**config.mk**
```make
export PLATFORM = sky130hd
export DESIGN_NAME = pid_mix
export DESIGN_NICKNAME = d
export VERILOG_FILES = /design/src/rtl/pid_mix.sv
export SDC_FILE = /design/constraint.sdc
export NUM_CORES = 1
export LEC_CHECK = 0
export CORE_ASPECT_RATIO = 0.75
export CORE_MARGIN = 3
export CORE_UTILIZATION = 55
export CTS_BUF_LIST = sky130_fd_sc_hd__clkbuf_2
export CTS_CLUSTER_SIZE = 28
export DETAILED_ROUTE_END_ITERATION = 8
export PLACE_DENSITY = 0.88
export SLEW_MARGIN = 15
export SYNTH_ARGS = -nofsm -noshare
export SYNTH_HDL_FRONTEND = slang
export SYNTH_SLANG_ARGS = --single-unit
```
**constraint.sdc**
```tcl
create_clock -name clk -period 4 [get_ports clk]
set_input_delay 1.2 -clock clk [delete_from_list [all_inputs] [get_ports clk]]
set_output_delay 1.2 -clock clk [all_outputs]
set_load 0.005 [all_outputs]
```
**src/rtl/pid_mix.sv**
```systemverilog
// Heading-PID mixer: sums P/I/D terms, ramps forward speed, and emits
// saturated left/right motor commands two cycles after each err_vld.
module pid_mix #(
   parameter int unsigned FRWRD_INC = 4,
   parameter int unsigned FRWRD_DEC = 8,
   parameter int unsigned MAX_FRWRD = 672
) (
   input  logic        clk,
   input  logic        rst_n,
   input  logic        moving,
   input  logic        err_vld,
   input  logic [13:0] P_term,
   input  logic [8:0]  I_term,
   input  logic [12:0] D_term,
   output logic [10:0] lft_spd,
   output logic [10:0] rght_spd,
   output logic        spd_vld,
   output logic        at_speed
);

   typedef enum logic [1:0] {IDLE, UP, CRUISE, DOWN} state_t;

   state_t             r_state, w_state_nxt;
   logic [9:0]         r_frwrd, w_frwrd_nxt;
   logic [10:0]        w_frwrd_inc;
   logic signed [14:0] w_sum, r_sum_q;
   logic               r_vld1;
   logic signed [11:0] w_pid;
   logic signed [13:0] w_frwrd_s, w_pid_s, w_lft_raw, w_rght_raw;
   logic [10:0]        r_lft, r_rght;
   logic               r_spd_vld;
   logic               w_at_speed;

   // Saturate a 14-bit signed value into 11-bit signed range.
   function automatic logic [10:0] sat11(input logic signed [13:0] v);
      if (v[13:10] == {4{v[13]}}) return v[10:0];
      else if (v[13])             return 11'h400;
      else                        return 11'h3FF;
   endfunction

   assign w_sum = {P_term[13], P_term}
                + {{6{I_term[8]}}, I_term}
                + {{2{D_term[12]}}, D_term};

   always_comb begin
      w_frwrd_inc = {1'b0, r_frwrd} + 11'(FRWRD_INC);
      if (moving)
         w_frwrd_nxt = (w_frwrd_inc > 11'(MAX_FRWRD)) ? 10'(MAX_FRWRD) : w_frwrd_inc[9:0];
      else
         w_frwrd_nxt = (r_frwrd < 10'(FRWRD_DEC)) ? '0 : r_frwrd - 10'(FRWRD_DEC);
   end

   // FSM: state register
   always_ff @(posedge clk) begin
      if (!rst_n) r_state <= IDLE;
      else        r_state <= w_state_nxt;
   end

   // FSM: next state, judged on the post-update forward speed
   always_comb begin
      w_state_nxt = r_state;
      if (err_vld) begin
         if (moving)
            w_state_nxt = (w_frwrd_nxt == 10'(MAX_FRWRD)) ? CRUISE : UP;
         else
            w_state_nxt = (w_frwrd_nxt == '0) ? IDLE : DOWN;
      end
   end

   // FSM: outputs
   always_comb begin
      w_at_speed = (r_state == CRUISE);
   end

   always_ff @(posedge clk) begin
      if (!rst_n) begin
         r_frwrd <= '0;
         r_sum_q <= '0;
         r_vld1  <= 1'b0;
      end else begin
         r_vld1 <= err_vld;
         if (err_vld) begin
            r_frwrd <= w_frwrd_nxt;
            r_sum_q <= w_sum;
         end
      end
   end

   assign w_pid      = r_sum_q[14:3];
   assign w_frwrd_s  = {4'b0000, r_frwrd};
   assign w_pid_s    = {{2{w_pid[11]}}, w_pid};
   assign w_lft_raw  = w_frwrd_s + w_pid_s;
   assign w_rght_raw = w_frwrd_s - w_pid_s;

   always_ff @(posedge clk) begin
      if (!rst_n) begin
         r_lft     <= '0;
         r_rght    <= '0;
         r_spd_vld <= 1'b0;
      end else begin
         r_spd_vld <= r_vld1;
         if (r_vld1) begin
            if (r_state == IDLE) begin
               r_lft  <= '0;
               r_rght <= '0;
            end else begin
               r_lft  <= sat11(w_lft_raw);
               r_rght <= sat11(w_rght_raw);
            end
         end
      end
   end

   assign lft_spd  = r_lft;
   assign rght_spd = r_rght;
   assign spd_vld  = r_spd_vld;
   assign at_speed = w_at_speed;

endmodule
```
# Word level (Yosys, flattened, before mapping)
# Index checks and enable logic that the tools add are counted.
# classes
add_sub_neg,6
n_lt_le_gt_ge,2
eq_ne,4
n_mux,12
n_reduce_logical,2
# ops
op,n
$mux 11,6
$mux 10,3
$add 14x9->15,1
$add 15x15->15,1
$add 11x12->13,1
$sub 11x12->13,1
$add 10x3->11 const B,1
$gt 11x10->1 const B,1
$eq 10x10->1 const B,1
$logic_not 10->1,1
$lt 10x4->1 const B,1
$sub 10x4->10 const B,1
$eq 3x3->1,2
$mux 2,3
$eq 2x2->1 const B,1
$logic_not 2->1,1
# word_totals
ff_bits,51

# Logic depth before layout (Yosys ltp)
# Gate-level depths: netlist of run 1.
# logic_depth
depth_word,7
ltp_mapped,12
mapped_depth_nobuf,11

# Worst setup path before layout of run 1
# No wires, ideal clock.
# synth_timing
path_kind,input to register
start,input port P_term[7]
end,register r_sum_q[14]
setup_ns,0.074
arrival_ns,3.301
required_time_ns,3.926
slack_ns,0.624
stages,9
path_buffers,0
path_cell_list,fa_1 ha_1 a21oi_1 o21ai_0 nand2_1 nand3_1 and3_1 or4_1 a31oi_1
# synth_via
elab_chain_cells,2
# synth_rtl
element,line_no,source
start: declaration,12,"input logic [13:0] P_term,"
$add 14x9->15,42,"+ {{6{I_term[8]}}, I_term}"
$add 15x15->15,43,"+ {{2{D_term[12]}}, D_term};"
end signal: assignment,84,r_sum_q <= w_sum;
end: declaration,26,"logic signed [14:0] w_sum, r_sum_q;"
# No other way between the ends.
# A chain may end at the register's enable or synchronous reset.

# Worst setup path in the final report of run 1
# Same ends and word-level chain as after synthesis.

==> flow_metrics.tcl, run 1 <==
set metrics [dict create \
    outcome "finished clean" \
    ys_types 76 \
    grt_overflow 0 \
    yosys_warnings 0 \
    yosysSeqAreaShare 0.218 \
    setup_violations 0 \
    cellLeakagePower_nw 2.05 \
    grt_usage 0.246 \
    finalMaxSlewViolations 0 \
    seq_power_share 0.326 \
    netlist_instances 527 \
    io_buffers 63 \
    grt_max_degree 28 \
    syn-cell-area_um2 4410 \
    area_growth_pct 17.6 \
    critPathMaxFanout 4 \
    final_util 0.685 \
    dr.pass1.iters 5 \
    die_h_um 83.5 \
    gp_congestion 0.906 \
    synth.avg_cell_area_um2 8.36 \
    worst_slew_pin_slew_ps 605 \
    swShare 0.414 \
    layout.cells.non_filler 686 \
    clockBufferDepth 2 \
    dp_slack_ps -10.4 \
    cts_sinks 48 \
    ys_dominant_reg_cell "dfxtp_1" \
    pwr-share-comb 0.526 \
    io_pins 64 \
    holdBufCountCts 0 \
    clk_pin_slew_ps 240 \
    post-cts-setup-buffers 0 \
    core_um2 7570 \
    antenna_left 0 \
    grt-busiest-layer "met2" \
    grt.met3_usage 0.0325 \
    power.total_w 0.00182 \
    fin_crit_sh 0.902 \
    peakVddDrop_mv 0.238 \
    ys_ff_latch 48 \
    p_int_w 0.00107 \
    root_buffer "clkbuf_2" \
    std_cell_rows 27 \
    skew_ps 15.8 \
    yosys-top-cells-area "dfxtp_1, ha_1, fa_1" \
    p_switching_w 0.000755 \
    grt_pass1_vias 3934 \
    arrival_ps 3990 \
    async_flop_share 0 \
    wl_per_cell_um 16.7 \
    criticalPathCategory "in -> reg" \
    die_x_um 109 \
    cp.required_ps 4380 \
    clockPowerShare 0.148 \
    hold_path_class "reg -> reg" \
    maxSlewHeadroom 0.593 \
    dieArea_um2 9140 \
    htree_levels 2 \
    synth_top_area_cell "dfxtp_1" \
    drive_above_1_share 0.0889 \
    dp.cells 678 \
    powerDensity_nw_per_um2 352 \
    drv_cap 0 \
    clk-insertion-delay-late_ps 450 \
    initial_core_util 0.583 \
    synth_fp_nets 619 \
    rsz0062_at_grt "false" \
    period_minus_slack_ps 3610 \
    setup_ws_ps 390 \
    synth_edf_count 0 \
    routed-via-count 4264 \
    drt-initial-drc-count 285 \
    grtUsageMet1 0.363 \
    finalHoldViolCount 0 \
    critPathLaunchType "input port" \
    drc 0 \
    antennaDiodeCount 0 \
    crit_path_end_kind "register" \
    max_freq_mhz 277 \
    cts_resized 0 \
    grt_pass1_wl_mm 18.5 \
    final_nets 676 \
    yosys.area.top_type_share 0.218 \
    cts_tree "done" \
    post-dp-hpwl_mm 9.15 \
    antenna_found_initial 0 \
    drt-total-wl_mm 11.5 \
    cts_made_buffers 5 \
    via_per_inst 6.22 \
    grt_util_met2 0.383 \
]
through the flow:
stage          hold slack [ps]  cell area, um2  TNS (ps)
3_3_place_gp               447            5120         0
2_1_floorplan              458            4410         0
4_1_cts                    493            5180         0
6_report                   492            5180         0
5_1_grt                    537            5180         0
3_5_place_dp               460            5120     -10.4
critical path, cell delays in order:
cell	delay, ps
clkdlybuf4s50_1	430
fa_1	490
ha_1	370
a21oi_1	200
o21ai_0	150
nand2_1	130
nand3_1	140
and3_1	200
or4_1	490
a31oi_1	190
final cells by class:
cell class,count,area (um2)
inverter,32,120
tap,101,126
fill,645,2380
timing repair buffer,75,721
multi-input combinational,422,3190
clock buffer,6,30.0
sequential,48,961
clock inverter,2,35.0
routing by layer:
| layer | share of wire | vias to the layer above |
|---|---|---|
| met2 | 0.45 | 171 |
| met4 | 0.012 | 0 |
| met1 | 0.47 | 2012 |
| met5 | 0 | - |
| li1 | - | 2063 |
| met3 | 0.068 | 18 |
placed cells by master (no fill, tap or decap), types with 5 or more instances in the layout:
cell type,n
a211oi_1,17
a21oi_1,26
a311oi_2,10
a31oi_1,5
a32oi_1,9
and2_1,6
and3_1,9
buf_4,12
clkbuf_2,6
clkdlybuf4s50_1,63
dfxtp_1,48
fa_1,15
ha_1,37
inv_1,29
mux2i_1,6
nand2_1,32
nand2b_1,6
nand3_1,15
nor2_1,54
nor2b_1,11
nor3_1,26
nor4_1,6
o21a_1,10
o21ai_0,28
xnor2_1,11
xor2_1,6
sequential cells by signal, summed over array words and instances (netlist names):
name      count
r_vld1        1
lft_spd      11
r_frwrd      10
r_state       2
r_sum_q      12
rght_spd     11
spd_vld       1
path summary, 6_finish.rpt:
| check | to | slack (ps) | cells past startpoint | from |
|---|---|---|---|---|
| worst min register to register | rght_spd[10] | 490 | 2 | rght_spd[10] |
| worst min-delay path | rght_spd[10] | 490 | 2 | rght_spd[10] |
| worst max-delay path | r_sum_q[14] | 390 | 10 | P_term[7] |
| worst max register to register | rght_spd[4] | 840 | 11 | r_frwrd[0] |
power by group through the flow:
stage,Clock [W],Combinational [W],Sequential (W)
2_1_floorplan,0,0.000699,0.000579
3_3_place_gp,0,0.000913,0.000599
3_5_place_dp,0,0.000942,0.000602
4_1_cts,0.000272,0.000948,0.000593
5_1_grt,0.000294,0.00105,0.000602
6_report,0.000270,0.000960,0.000594
cell usage after synthesis, drive strengths merged (5+ instances only):
library cell and number:
nor4 7, o21a 10, nor3 26, clkbuf 10, mux2i 7, a21oi 27
o21ai 31, fa 15, xor2 6, and3 11, nand3 15, a32oi 9
and2 6, nand2b 7, dfxtp 48, a21o 5, ha 37, xnor2 11
a311oi 12, inv 29, nor2 54, buf 15, a31oi 6, nor2b 12
nand2 32, a211oi 17, o21bai 6
cells by family after synthesis:
family / Yosys count / share of synthesized area
buffers and inverters: 57 / 0.0579
adder cells (fa/ha/maj): 52 / 0.173
XOR/XNOR: 17 / 0.0338
AND/OR/NAND/NOR: 187 / 0.219
flip-flops: 48 / 0.218
multiplexers: 7 / 0.0187
AO/OA/AOI/OAI: 159 / 0.279
No activity file was read; power rests on OpenSTA's default activity.
==> run 2: changes to the inputs <==
Settings changed: MAX_ROUTING_LAYER set to met4, TNS_END_PERCENT set to 100.
Clock period 4 ns to 4.09 ns, I/O delays scaled along.
==> flow_metrics.tcl, run 2 (synthesized netlist as in run 1, its figures left out) <==
set metrics [dict create \
    area_growth_pct 16.5 \
    maxSlewHeadroom 0.252 \
    wl_per_cell_um 17.0 \
    cellLeakagePower_nw 2.02 \
    via_per_inst 6.32 \
    final_cell_area_um2 5140 \
    finalMaxSlewViolations 0 \
    setup_ws_ps 405 \
    cts_resized 0 \
    core_um2 7570 \
    dieArea_um2 9140 \
    peakVddDrop_mv 0.158 \
    post-dp-hpwl_mm 9.10 \
    r2r_slack_ps 980 \
    critPathMaxFanout 5 \
    powerDensity_nw_per_um2 332 \
    routed-via-count 4316 \
    regMostFlops "r_sum_q" \
    mostFrequentLayoutCell "clkdlybuf4s50_1" \
    drv_cap 0 \
    hold_path_class "reg -> reg" \
    dp.cells 675 \
    drive_above_1_share 0.0825 \
    cp.required_ps 4460 \
    holdBufCountCts 0 \
    clk-insertion-delay-late_ps 440 \
    r2r_start "r_frwrd[0]" \
    grt_max_degree 29 \
    worstHoldPathCells 2 \
    period_minus_slack_ps 3690 \
    htree_levels 2 \
    grt_usage 0.264 \
    antenna_found_initial 0 \
    dpl_cell_area_um2 5100 \
    grt_overflow 0 \
    outcome "finished clean" \
    worst_slew_pin_slew_ps 1110 \
    r2r_cells 11 \
    cts_sinks 48 \
    std_cell_rows 27 \
    arrival_ps 4050 \
    criticalPathCategory "in -> reg" \
    fin_crit_sh 0.901 \
    final_nets 673 \
    post-cts-setup-buffers 0 \
    gp_congestion 0.926 \
    die_x_um 109 \
    dr.pass1.iters 5 \
    grt_pass1_vias 4123 \
    die_h_um 83.5 \
    crit_path_end_kind "register" \
    grt_pass1_wl_mm 19.6 \
    rsz0062_at_grt "false" \
    root_buffer "clkbuf_2" \
    max_freq_mhz 271 \
    antenna_left 0 \
    drt-initial-drc-count 369 \
    io_pins 64 \
    skew_ps 25.2 \
    timing.rr.end "rght_spd[1]" \
    initial_core_util 0.583 \
    drt-total-wl_mm 11.6 \
    setup_violations 0 \
    hold_path.startpoint "rght_spd[10]" \
    layout.cells.non_filler 683 \
    final_cell_mix "clkdlybuf4s50_1, nor2_1, dfxtp_1, ha_1, nand2_1" \
    cts_made_buffers 5 \
    hold_end "rght_spd[10]" \
    finalHoldViolCount 0 \
    largest_register_ffs 12 \
    cts_tree "done" \
    antennaDiodeCount 0 \
    critPathLaunchType "input port" \
    io_buffers 63 \
    clockBufferDepth 2 \
    clk_pin_slew_ps 240 \
    drc 0 \
    dp_slack_ps -27.5 \
]
[run 2: power breakdown]
| group | switching (W) | internal (W) | total [W] |
|---|---|---|---|
| clock | 0.000157 | 0.0000384 | 0.000195 |
| combinational | 0.000514 | 0.000415 | 0.000928 |
| sequential | 0.0000627 | 0.000520 | 0.000583 |
| total | 0.000733 | 0.000973 | 0.00171 |
[run 2: area by class of cell]
class                   count  area [um2]
clock inverters             3        13.8
clock buffers               5        25.0
flip-flops and latches     48         961
well taps                 101         126
repair buffers             72         698
fillers                   640        2430
inverters                  32         120
multi-input cells         422        3190
[run 2: worst max-delay path, cell delays in order]
cell and delay (ps):
clkdlybuf4s50_1 430, fa_1 480, ha_1 360, a21oi_1 190, o21ai_0 160, nand2_1 150
nand3_1 160, and3_1 220, or4_1 490, a31oi_1 180
[run 2: stage by stage]
stage               total power [W]  hold WS (ps)   util  TNS [ps]
floorplan                   0.00125           458      -         0
global placement            0.00147           448  0.674         0
detailed placement          0.00150           462  0.674     -27.5
CTS                         0.00169           493  0.679         0
global route                0.00183           539  0.679         0
finish                      0.00171           487  0.679         0
[run 2: how the worst max path moves through the flow]
| stage | start | to | slack, ps |
|---|---|---|---|
| 2_1_floorplan | P_term[7] | r_sum_q[14] | 690 |
| 3_3_place_gp | I_term[8] | r_sum_q[14] | 150 |
| 3_5_place_dp | P_term[7] | r_sum_q[14] | -30 |
| 4_1_cts | P_term[7] | r_sum_q[14] | 430 |
| 5_1_grt | P_term[7] | r_sum_q[14] | 270 |
| 6_report | P_term[7] | r_sum_q[14] | 400 |
[run 2: layer usage]
layer  share of wire  track usage  vias up
li1                -            -     2056
met2            0.45        0.410      250
met1            0.44        0.374     1994
met4          0.0095       0.0362        0
met3            0.10       0.0387       16
met5               0            -        -
==> run 3: changes to the inputs <==
Settings changed: CORE_MARGIN 3 to 1.5.
==> flow_metrics.tcl, run 3 (synthesized netlist as in run 1, its figures left out) <==
set metrics [dict create \
    outcome "finished clean" \
    via_per_inst 6.15 \
    mostFrequentLayoutCell "clkdlybuf4s50_1" \
    regMostFlops "r_sum_q" \
    clockBufferDepth 2 \
    fin_crit_sh 0.875 \
    routed-via-count 4223 \
    grt_max_degree 29 \
    finalHoldViolCount 0 \
    drt-initial-drc-count 434 \
    criticalPathCategory "in -> reg" \
    core_um2 7810 \
    max_freq_mhz 279 \
    post-dp-hpwl_mm 8.94 \
    initial_core_util 0.564 \
    r2r_slack_ps 820 \
    largest_register_ffs 12 \
    antenna_left 0 \
    area_growth_pct 17.4 \
    cts_sinks 48 \
    skew_ps 13.6 \
    endpoint "r_sum_q[14]" \
    worst_slew_pin_slew_ps 699 \
    p_switching_w 0.000745 \
    setup_violations 0 \
    holdBufCountCts 0 \
    htree_levels 2 \
    grt_pass1_wl_mm 18.9 \
    io_buffers 63 \
    final_cell_mix "clkdlybuf4s50_1, nor2_1, dfxtp_1, ha_1, nand2_1" \
    pwr-share-comb 0.515 \
    post-cts-setup-buffers 0 \
    wl_per_cell_um 16.5 \
    clockPowerShare 0.155 \
    cts_tree "done" \
    swShare 0.418 \
    clk-insertion-delay-late_ps 450 \
    cts_made_buffers 5 \
    dpl_cell_area_um2 5100 \
    drt-total-wl_mm 11.3 \
    die_h_um 80.5 \
    gp_congestion 0.934 \
    nFillCells 650 \
    io_pins 64 \
    antennaDiodeCount 0 \
    clk_pin_slew_ps 270 \
    final_cell_area_um2 5170 \
    timing.setup.tns_ps 0 \
    std_cell_rows 28 \
    critPathLaunchType "input port" \
    drv_cap 0 \
    hold_path_class "reg -> reg" \
    cellLeakagePower_nw 2.03 \
    root_buffer "clkbuf_2" \
    cts_resized 0 \
    dr.pass1.iters 5 \
    grt_overflow 0 \
    antenna_found_initial 0 \
    p_int_w 0.00104 \
    critPathMaxFanout 5 \
    die_x_um 106 \
    grt_pass1_vias 3947 \
    cp.required_ps 4500 \
    drc 0 \
    rsz0062_at_grt "false" \
    seq_power_share 0.330 \
    r2r_start "r_frwrd[5]" \
    dieArea_um2 8570 \
    peakVddDrop_mv 0.169 \
    powerDensity_nw_per_um2 345 \
    crit_path_end_kind "register" \
    startpoint "P_term[7]" \
    timing.rr.end "lft_spd[9]" \
    r2r_cells 8 \
    finalMaxSlewViolations 0 \
    drive_above_1_share 0.0842 \
    grt_usage 0.284 \
    arrival_ps 3990 \
    period_minus_slack_ps 3580 \
    maxSlewHeadroom 0.533 \
    final_nets 673 \
]
==> run 3: through the flow <==
step	power [W]	instances	hold slack, ps	worst slack, ps	util
after global placement	0.00147	679	449	151	0.653
after global routing	0.00191	687	523	358	0.662
after detailed placement	0.00150	679	458	58.5	0.653
after floorplan	0.00125	527	458	687	-
after CTS	0.00178	687	502	552	0.662
final	0.00179	687	493	510	0.662
==> run 3: worst min path at each step <==
stage,slack (ps),endpoint,from,cells past startpoint
2_1_floorplan,460,rght_spd[10],rght_spd[10],2
5_1_grt,520,rght_spd[10],rght_spd[10],2
3_3_place_gp,450,rght_spd[10],rght_spd[10],2
4_1_cts,500,rght_spd[10],rght_spd[10],2
3_5_place_dp,460,rght_spd[7],rght_spd[7],2
6_report,490,rght_spd[10],rght_spd[10],2
==> run 3: power by group through the flow <==
stage / sequential [W] / combinational (W) / clock, W
final: 0.000589 / 0.000920 / 0.000276
after CTS: 0.000587 / 0.000910 / 0.000280
after global routing: 0.000596 / 0.00102 / 0.000297
after floorplan: 0.000566 / 0.000683 / 0
after global placement: 0.000592 / 0.000875 / 0
after detailed placement: 0.000596 / 0.000903 / 0
==> run 3: area by class of cell <==
type / count / area (um2) / area share
clock buffer: 5 / 25.0 / 0.00484
multi-input combinational: 422 / 3190 / 0.617
inverter: 32 / 120 / 0.0232
clock inverter: 3 / 46.3 / 0.00895
timing repair buffer: 72 / 698 / 0.135
tap: 105 / 131 / 0.0254
sequential: 48 / 961 / 0.186
==> run 3: routing by layer <==
metal | global-route usage | up-vias | wire (um)
met3 | 0.0446 | 20 | 872
met4 | 0.0635 | 0 | 154
li1 | - | 2052 | -
met2 | 0.470 | 184 | 5130
met5 | - | - | 0
met1 | 0.367 | 1967 | 5190
==> run 3: critical path: stages <==
cell and delay [ps]:
clkdlybuf4s50_1 430, fa_1 480, ha_1 360, a21oi_1 170
o21ai_0 130, nand2_1 140, nand3_1 170, and3_1 220
or4_1 500, a31oi_1 170
